===== src/rtl/pipe_ctrl_pkg.sv =====
// Shared types and helpers for the pipeline hazard/forwarding controller.
package pipe_ctrl_pkg;

  // Stored destination width; must be >= the controller's REG_W.
  localparam int unsigned WSEL_W = 8;

  // Forward select value meaning "use the regfile / ID/EX latched operand".
  localparam int unsigned FWD_RF = 0;

  // One in-flight instruction's destination info.
  typedef struct packed {
    logic              valid;
    logic [WSEL_W-1:0] wsel;
    logic              wen;
    logic              load;
  } sb_entry_t;

  // Width of one forward select field for a given scoreboard depth.
  function automatic int unsigned fwd_sel_w(input int unsigned stages);
    return 32'($clog2(stages + 1));
  endfunction

endpackage


===== src/rtl/pipe_scoreboard.sv =====
// Destination scoreboard for in-flight instructions plus ID-source readiness compare.
module pipe_scoreboard
  import pipe_ctrl_pkg::*;
#(
  parameter int unsigned STAGES   = 3,
  parameter int unsigned LOAD_LAT = 2,
  parameter int unsigned NSRC     = 2,
  parameter int unsigned REG_W    = 5
) (
  input  logic                  clk,
  input  logic                  rst,
  input  logic                  advance,
  input  logic                  bubble,
  input  logic                  id_valid,
  input  logic [NSRC*REG_W-1:0] id_rsel,
  input  logic [NSRC-1:0]       id_ruse,
  input  logic [REG_W-1:0]      id_wsel,
  input  logic                  id_wen,
  input  logic                  id_load,
  input  logic                  id_branch,
  output sb_entry_t [STAGES:1]  entry,
  output logic [NSRC*REG_W-1:0] ex_rsel,
  output logic [NSRC-1:0]       ex_ruse,
  output logic                  hazard
);

  int unsigned ready_d;

  // Shift entries down the pipe on advance; depth 1 takes ID info or a bubble.
  always_ff @(posedge clk) begin
    if (rst) begin
      entry   <= '0;
      ex_rsel <= '0;
      ex_ruse <= '0;
    end else if (advance) begin
      for (int unsigned k = STAGES; k >= 2; k--) begin
        entry[k] <= entry[k-1];
      end
      if (bubble) begin
        entry[1] <= '0;
        ex_rsel  <= '0;
        ex_ruse  <= '0;
      end else begin
        entry[1].valid <= 1'b1;
        entry[1].wsel  <= WSEL_W'(id_wsel);
        entry[1].wen   <= id_wen;
        entry[1].load  <= id_load;
        ex_rsel        <= id_rsel;
        ex_ruse        <= id_ruse;
      end
    end
  end

  // A producer at depth k blocks ID until it reaches its ready depth.
  always_comb begin
    hazard  = 1'b0;
    ready_d = 32'd1;
    for (int unsigned k = 1; k <= STAGES; k++) begin
      ready_d = (entry[k].load ? LOAD_LAT : 32'd1) + 32'(id_branch);
      for (int unsigned i = 0; i < NSRC; i++) begin
        if (entry[k].valid && entry[k].wen && (entry[k].wsel != '0) &&
            (entry[k].wsel == WSEL_W'(id_rsel[i*REG_W +: REG_W])) &&
            id_ruse[i] && id_valid && (k < ready_d)) begin
          hazard = 1'b1;
        end
      end
    end
  end

endmodule


===== src/rtl/pipe_hazard_ctrl.sv =====
// Pipeline interlock/forwarding controller for the in-order MIPS pipeline.
// Optional PIPE_HAZARD_PERF_EN adds saturating stall/flush/freeze cycle counters.
module pipe_hazard_ctrl
  import pipe_ctrl_pkg::*;
#(
  parameter int unsigned  STAGES   = 3,
  parameter int unsigned  LOAD_LAT = 2,
  parameter int unsigned  NSRC     = 2,
  parameter int unsigned  REG_W    = 5,
  localparam int unsigned FW       = fwd_sel_w(STAGES)
) (
  input  logic                  CLK,
  input  logic                  RST,
  input  logic                  if_ready,
  input  logic                  mem_busy,
  input  logic                  id_valid,
  input  logic [NSRC*REG_W-1:0] id_rsel,
  input  logic [NSRC-1:0]       id_ruse,
  input  logic [REG_W-1:0]      id_wsel,
  input  logic                  id_wen,
  input  logic                  id_load,
  input  logic                  id_branch,
  input  logic                  redirect,
  output logic                  pc_en,
  output logic                  ifid_en,
  output logic                  ifid_flush,
  output logic                  idex_en,
  output logic                  idex_flush,
  output logic                  stage_en,
`ifdef PIPE_HAZARD_PERF_EN
  output logic [31:0]           stall_cnt,
  output logic [31:0]           flush_cnt,
  output logic [31:0]           freeze_cnt,
`endif
  output logic [NSRC*FW-1:0]    fwd_sel
);

  sb_entry_t [STAGES:1]  entry;
  logic [NSRC*REG_W-1:0] ex_rsel;
  logic [NSRC-1:0]       ex_ruse;
  logic                  hazard;

  pipe_scoreboard #(
    .STAGES  (STAGES),
    .LOAD_LAT(LOAD_LAT),
    .NSRC    (NSRC),
    .REG_W   (REG_W)
  ) u_sb (
    .clk      (CLK),
    .rst      (RST),
    .advance  (!mem_busy),
    .bubble   (hazard || !id_valid),
    .id_valid (id_valid),
    .id_rsel  (id_rsel),
    .id_ruse  (id_ruse),
    .id_wsel  (id_wsel),
    .id_wen   (id_wen),
    .id_load  (id_load),
    .id_branch(id_branch),
    .entry    (entry),
    .ex_rsel  (ex_rsel),
    .ex_ruse  (ex_ruse),
    .hazard   (hazard)
  );

  // Priority decode: freeze > stall > redirect > fetch miss > normal.
  always_comb begin
    pc_en      = 1'b1;
    ifid_en    = 1'b1;
    ifid_flush = 1'b0;
    idex_en    = 1'b1;
    idex_flush = 1'b0;
    stage_en   = 1'b1;
    if (mem_busy) begin
      pc_en    = 1'b0;
      ifid_en  = 1'b0;
      idex_en  = 1'b0;
      stage_en = 1'b0;
    end else if (hazard) begin
      pc_en      = 1'b0;
      ifid_en    = 1'b0;
      idex_flush = 1'b1;
    end else if (redirect) begin
      ifid_flush = 1'b1;
    end else if (!if_ready) begin
      pc_en      = 1'b0;
      ifid_flush = 1'b1;
    end
  end

  // Per EX source: youngest matching producer at depth >= 2, else regfile.
  always_comb begin
    for (int unsigned i = 0; i < NSRC; i++) begin
      fwd_sel[i*FW +: FW] = FW'(FWD_RF);
      for (int unsigned j = STAGES; j >= 2; j--) begin
        if (entry[j].valid && entry[j].wen && (entry[j].wsel != '0) &&
            (entry[j].wsel == WSEL_W'(ex_rsel[i*REG_W +: REG_W])) && ex_ruse[i]) begin
          fwd_sel[i*FW +: FW] = FW'(j);
        end
      end
    end
  end

`ifdef PIPE_HAZARD_PERF_EN
  logic freeze_act;
  logic stall_act;
  logic flush_act;

  assign freeze_act = mem_busy;
  assign stall_act  = !mem_busy && hazard;
  assign flush_act  = !mem_busy && !hazard && redirect;

  // Saturating cycle counters for each priority case.
  always_ff @(posedge CLK) begin
    if (RST) begin
      stall_cnt  <= '0;
      flush_cnt  <= '0;
      freeze_cnt <= '0;
    end else begin
      if (stall_act && (stall_cnt != '1))   stall_cnt  <= stall_cnt + 32'd1;
      if (flush_act && (flush_cnt != '1))   flush_cnt  <= flush_cnt + 32'd1;
      if (freeze_act && (freeze_cnt != '1)) freeze_cnt <= freeze_cnt + 32'd1;
    end
  end
`endif

endmodule


===== config.mk =====
export PLATFORM = sky130hd
export DESIGN_NAME = pipe_hazard_ctrl
export DESIGN_NICKNAME = d
export VERILOG_FILES = /design/src/rtl/pipe_ctrl_pkg.sv /design/src/rtl/pipe_scoreboard.sv /design/src/rtl/pipe_hazard_ctrl.sv
export SDC_FILE = /design/constraint.sdc
export NUM_CORES = 1
export LEC_CHECK = 0
export ABC_AREA = 1
export BUFFER_PORTS_ARGS = -buffer_cell sky130_fd_sc_hd__buf_4
export CAP_MARGIN = 20
export CORE_UTILIZATION = 56
export CTS_BUF_LIST = sky130_fd_sc_hd__clkbuf_16
export DETAILED_ROUTE_END_ITERATION = 16
export PLACE_DENSITY = 0.8
export SLEW_MARGIN = 20
export SYNTH_ARGS = -nofsm -noshare
export SYNTH_HDL_FRONTEND = slang
export SYNTH_SLANG_ARGS = --single-unit
export TNS_END_PERCENT = 30

===== constraint.sdc =====
create_clock -name CLK -period 1.8 [get_ports CLK]
set_input_delay 0.09 -clock CLK [delete_from_list [all_inputs] [get_ports CLK]]
set_output_delay 0.09 -clock CLK [all_outputs]
set_load 0.01 [all_outputs]

# Yosys cells after proc, flatten, opt, wreduce, memory -nomap -nowiden
# Index checks and enable logic that the tools add are counted.
[totals]
regBits = 45
in_bits = 26
out_inout_bits = 10
word_cells = 102
[op_classes]
n_addsub = 3
n_lt_le_gt_ge = 3
eq_ne = 10
mux = 29
n_reduce_logical = 43
[op_table]
columns = ["op", "count"]
rows = [
  ["$add 32x1->32", 3],
  ["$eq 8x5->1", 10],
  ["$lt 2x32->1 const A", 2],
  ["$logic_and 1x1->1", 38],
  ["$lt 1x32->1 const A", 1],
  ["$reduce_bool 8->1", 3],
  ["$mux 1", 19],
  ["$mux 2", 8],
  ["$mux 11", 1],
  ["$mux 10", 1],
  ["$logic_not 1->1", 1],
  ["$logic_or 1x1->1", 1],
]

# Depth between registers and ports, before layout
[logic_depth]
depth_word = 14
mapped_depth = 13
depth_no_buf = 11

# Modules after synthesis
# Synthesis repeated with hierarchy kept, for this count alone.
[unflattened]
hier_cells = 406
hier_area_um2 = 2338.5
[by_module_without_submodules]
columns = ["module", "instances", "cells_each", "area_each_um2", "seq_area_each_um2"]
rows = [
  ["pipe_scoreboard", 1, 267, 1759.2, 720.7],
  ["pipe_hazard_ctrl", 1, 139, 579.3, 0.0],
]

# Least setup slack after synthesis
# No wires, ideal clock.
[synth_timing]
path_kind = "reg-to-output"
start = "register u_sb.entry[17] (netlist name)"
end = "output ifid_flush"
t_arrival_ns = 1.229
required_ns = 1.710
slack_ns = 0.481
stages_incl_launch_ff = 12
path_buffers = 2
cell_sequence = "dfxtp_1 buf_4 nor2_2 nand4_1 nand3_2 nor2_1 nand2_2 buf_6 nand2_4 inv_4 nand2_4 a21oi_2"
[synth_between]
elab_chain_len = 12
elab_cells_between_ends = 18
classes_between = "eq/ne (2); mux (6); reduce/logical (10)"
[synth_rtl]
columns = ["element", "line", "text"]
rows = [
  ["$reduce_bool 8->1", "pipe_scoreboard.sv:61", "if (entry[k].valid && entry[k].wen && (entry[k].wsel != '0) &&"],
  ["$logic_and 1x1->1 (2 in a row)", "pipe_scoreboard.sv:61", ""],
  ["$logic_and 1x1->1", "pipe_scoreboard.sv:62", "(entry[k].wsel == WSEL_W'(id_rsel[i*REG_W +: REG_W])) &&"],
  ["$logic_and 1x1->1 (2 in a row)", "pipe_scoreboard.sv:63", "id_ruse[i] && id_valid && (k < ready_d)) begin"],
  ["$mux 1", "pipe_scoreboard.sv:61", ""],
  ["$mux 1 (*) (3 in a row)", "pipe_scoreboard.sv:61", ""],
  ["$mux 1 (*)", "pipe_hazard_ctrl.sv:79", "end else if (hazard) begin"],
  ["$mux 1 (*)", "pipe_hazard_ctrl.sv:74", "if (mem_busy) begin"],
  ["end: declaration", "pipe_hazard_ctrl.sv:26", "output logic ifid_flush,"],
]
# Every way passes the cells marked *; elsewhere a longest branch is shown, timed or not.

# Final worst setup path
[layout_timing]
start = "register u_sb.entry[3] (netlist name)"
end = "output ifid_flush"
[layout_between]
elab_chain_len = 14
elab_cells_between_ends = 20
classes_between = "eq/ne (2); mux (8); reduce/logical (10)"
[layout_rtl]
columns = ["element", "line"]
rows = [
  ["$reduce_bool 8->1", "pipe_scoreboard.sv:61"],
  ["$logic_and 1x1->1 (2 in a row)", "pipe_scoreboard.sv:61"],
  ["$logic_and 1x1->1", "pipe_scoreboard.sv:62"],
  ["$logic_and 1x1->1 (2 in a row)", "pipe_scoreboard.sv:63"],
  ["$mux 1", "pipe_scoreboard.sv:61"],
  ["$mux 1 (*) (5 in a row)", "pipe_scoreboard.sv:61"],
  ["$mux 1 (*)", "pipe_hazard_ctrl.sv:79"],
  ["$mux 1 (*)", "pipe_hazard_ctrl.sv:74"],
]
# Marks and branches as above.

==> qor.yml <==
outcome:
  run_status: "completed"
power_and_ir_drop:
  power.share.sequential_pct: 40.1
  ir_drop_mv: 0.604
  p_switching_uw: 537
  power_density_nw_per_um2: 828
  internal_power_mw: 1.59
  netSwitchingFraction_pct: 25.3
  leakagePower_nw: 1.15
  share_comb_of_total_power_pct: 13.9
  share_clk_of_total_power_pct: 46.0
timing:
  period_minus_slack_ns: 1.75
  period_share_pct: 97.4
  worst_slew_margin_rel_pct: 59.7
  fin_skew_ns: 0.00213
  max_freq_ghz: 0.570
  grt_setup_unrepaired: "true"
  worst-slew-pin-transition_ns: 0.602
  postLayoutSetupSlackWorst_ns: 0.0464
  setup_violations: 0
  timing_max_transition_violations_final: 0
  tns_ns: 0
  fin_worst_hold_slack_ns: 0.0912
  finalHoldViolations: 0
critical_path:
  startpoint_type: "flip-flop"
  crit_path_end_kind: "primary output"
  timing.reg2reg.worst_path_depth: 11
  cp_data_required_time_ns: 1.71
  crit_type: "reg2out"
  worstPathMaxFanout: 5
  critical_path_data_arrival_time_ns: 1.66
yosys:
  syn_area_um2: 2100
  synth.area.top_cells: "sky130_fd_sc_hd__dfxtp_1 (33%), sky130_fd_sc_hd__nand2_1 (17%), sky130_fd_sc_hd__nand4_1 (6.8%)"
  synth_cells: 321
  yosys_warnings: 0
  post_synth_most_frequent_cells: "sky130_fd_sc_hd__nand2_1 (96), sky130_fd_sc_hd__dfxtp_1 (35), sky130_fd_sc_hd__nor2_1 (34)"
  synth-seq-area-share_pct: 33.3
  yosysMostFrequentCell: "sky130_fd_sc_hd__nand2_1"
  syn-mean-instance-area_um2: 6.55
  ys_seq_elements: 35
  ys_types: 30
  postSynth.asyncResetShare_pct: 0
  synth_nets: 347
  ys_dominant_reg_cell: "sky130_fd_sc_hd__dfxtp_1"
  top_area_cell_type_share_of_the_netlist_area_pct: 33.3
  post_synth_edffs: 0
  yosysTopAreaCell: "sky130_fd_sc_hd__dfxtp_1"
cells_and_area:
  antennaDiodeCount: 0
  post_route_cells_drive_above_1_share_pct: 23.3
  nFillCells: 294
  final-instance-count-excl-fill: 398
  area_growth_syn_to_layout_pct: 22.1
  final_nets: 377
  fin_util_pct: 74.0
global_routing:
  globalRoute.totalOverflow: 0
  grt_usage_pct: 30.1
  global_route_wire_length_before_repair_um: 9280
  grt_pass1_vias: 1942
  largest_net_degree_at_the_start_of_global_routing: 41
  antenna_found_initial: 0
route:
  final_routed_wirelength_across_all_metal_layers_um: 5700
  detail-route-antenna-nets: 0
  route.vias.total: 2244
  avgViaCountPerCell: 5.64
  drt-wirelength-per-cell_um: 14.3
  dr_wl_met3_um: 457
  drtIter0Drc: 172
  pre_repair_dr_iteration_count: 5
  top_layer: "met4"
  route.met2.wl_um: 2670
  wl_met1_um: 2400
  drc: 0
clocking:
  clockRootBuffer: "sky130_fd_sc_hd__clkbuf_16"
  h-tree-depth: 2
  cts-buffers-inserted: 5
  hold_buffers: 0
  clk-insertion-delay-late_ns: 0.28
  cts-root-to-sink-buffers: 2
  clk_transition_reported_paths_ns: 0.05
  cts_tree: "built"
  cts.sink_count: 35
floorplanning:
  design.portCount: 36
  std_cell_rows: 21
  floorplan.core_area_um2: 3470
  floorplan.die.height_um: 63.3
  starting_utilization_of_the_core_area_pct: 60.6
  floorplan.die.width_um: 63.3
  die_area_um2: 4000
place:
  gp_routability_congestion: 0.930
  detailedPlace.worstSlack_ns: 0.132
  dp.cells: 387
  place.port_buffers: 35
  place.detailed.hpwl_um: 3900
flow_run:
  max_cap_viol_count: 0
worst_hold_path:
  min_path_type: "in2reg"
  hold-path-cell-count: 3
[per-layer routing]
metal  GRT usage, %  vias to the layer above
li1               -                     1103
met1           38.2                     1006
met2           48.5                      114
met3           6.70                       21
met4           13.6                        0
met5              0                        -
[through the flow]
step,instance area (um^2),total power [mW]
after floorplan,2100,1.05
after global placement,2340,1.15
after detailed placement,2340,1.15
after CTS,2520,2.13
after global routing,2570,2.22
final,2570,2.13
[power groups by stage]
stage	combinational [mW]	clock, mW	sequential (mW)
4_1_cts	0.287	0.988	0.854
2_1_floorplan	0.201	0	0.849
6_report	0.296	0.977	0.852
3_3_place_gp	0.280	0	0.868
5_1_grt	0.328	1.03	0.857
3_5_place_dp	0.283	0	0.868
[logic make-up (layout without fill, tap and decap cells)]
logic type / after synthesis / count (layout) / share of synthesized area, %
buffers and inverters: 52 / 83 / 11.7
and+or+nand+nor: 173 / 173 / 36.1
xor gates and xnor gates: 12 / 12 / 5.00
DFF: 35 / 35 / 33.3
AOI/OAI and AO/OA: 49 / 49 / 13.9
[placed cells by master, fill, tap and decap left out, types with 2 or more instances in the layout]
cell type / synthesis / final
sky130_fd_sc_hd__nand2_1: 96 / 95
sky130_fd_sc_hd__a21oi_2: 2 / 2
sky130_fd_sc_hd__nand2_2: 2 / 3
sky130_fd_sc_hd__nand2_4: 2 / 2
sky130_fd_sc_hd__a221oi_1: 2 / 2
sky130_fd_sc_hd__dfxtp_4: 0 / 5
sky130_fd_sc_hd__a211oi_1: 11 / 11
sky130_fd_sc_hd__xnor2_1: 7 / 7
sky130_fd_sc_hd__nor2_2: 3 / 5
sky130_fd_sc_hd__dfxtp_2: 0 / 3
sky130_fd_sc_hd__nand4_1: 23 / 23
sky130_fd_sc_hd__inv_4: 1 / 2
sky130_fd_sc_hd__a21oi_1: 26 / 26
sky130_fd_sc_hd__xor2_1: 5 / 5
sky130_fd_sc_hd__o21ai_0: 5 / 5
sky130_fd_sc_hd__clkbuf_16: 0 / 5
sky130_fd_sc_hd__nand3_1: 8 / 8
sky130_fd_sc_hd__dfxtp_1: 35 / 27
sky130_fd_sc_hd__inv_2: 6 / 6
sky130_fd_sc_hd__nor2_1: 34 / 32
sky130_fd_sc_hd__buf_4: 4 / 43
sky130_fd_sc_hd__inv_1: 25 / 24
[worst max-delay path, cell delays in order, from the launching register on]
cell and delay (ns):
sky130_fd_sc_hd__dfxtp_4 0.36, sky130_fd_sc_hd__inv_1 0.12, sky130_fd_sc_hd__nand2_1 0.06, sky130_fd_sc_hd__nand2_1 0.08, sky130_fd_sc_hd__nor2_1 0.06, sky130_fd_sc_hd__nand3_1 0.06
sky130_fd_sc_hd__nand2_1 0.07, sky130_fd_sc_hd__nand2_2 0.13, sky130_fd_sc_hd__nand2_4 0.07, sky130_fd_sc_hd__inv_4 0.07, sky130_fd_sc_hd__nand2_4 0.06, sky130_fd_sc_hd__a21oi_2 0.11
sky130_fd_sc_hd__buf_4 0.12
[cell type report]
| type | count | area, um^2 | share of cell area, % |
|---|---|---|---|
| tap | 46 | 57.6 | 2.24 |
| multi-input combinational | 234 | 1170 | 45.6 |
| timing repair buffer | 43 | 323 | 12.6 |
| clock inverter | 3 | 43.8 | 1.71 |
| inverter | 32 | 125 | 4.87 |
| sequential | 35 | 723 | 28.2 |
| clock buffer | 5 | 125 | 4.87 |
[worst paths after layout]
| check | start | endpoint | slack (ns) |
|---|---|---|---|
| worst max register to register | u_sb.entry[15]$_SDFFE_PP0N_ | u_sb.ex_rsel[3]$_SDFFE_PP0N_ | 0.09 |
| worst min-delay path | id_wsel[2] | u_sb.entry[4]$_SDFFE_PP0N_ | 0.09 |
| worst min register to register | u_sb.entry[11]$_SDFFE_PP0N_ | u_sb.entry[11]$_SDFFE_PP0N_ | 0.47 |
| worst max-delay path | u_sb.entry[3]$_SDFFE_PP0N_ | ifid_flush | 0.05 |
[flip-flops by register name, summed over array words and instances (netlist names)]
signal        flops
u_sb.entry       23
u_sb.ex_ruse      2
u_sb.ex_rsel     10
[repair_timing]
item,in CTS,in global routing
pin swaps,1,2
endpoints found under the setup margin,8,15
setup buffers,1,2
gates resized for setup,7,12
hold endpoints to repair,0,0
Note: power is estimated with default switching activity, not from simulation.
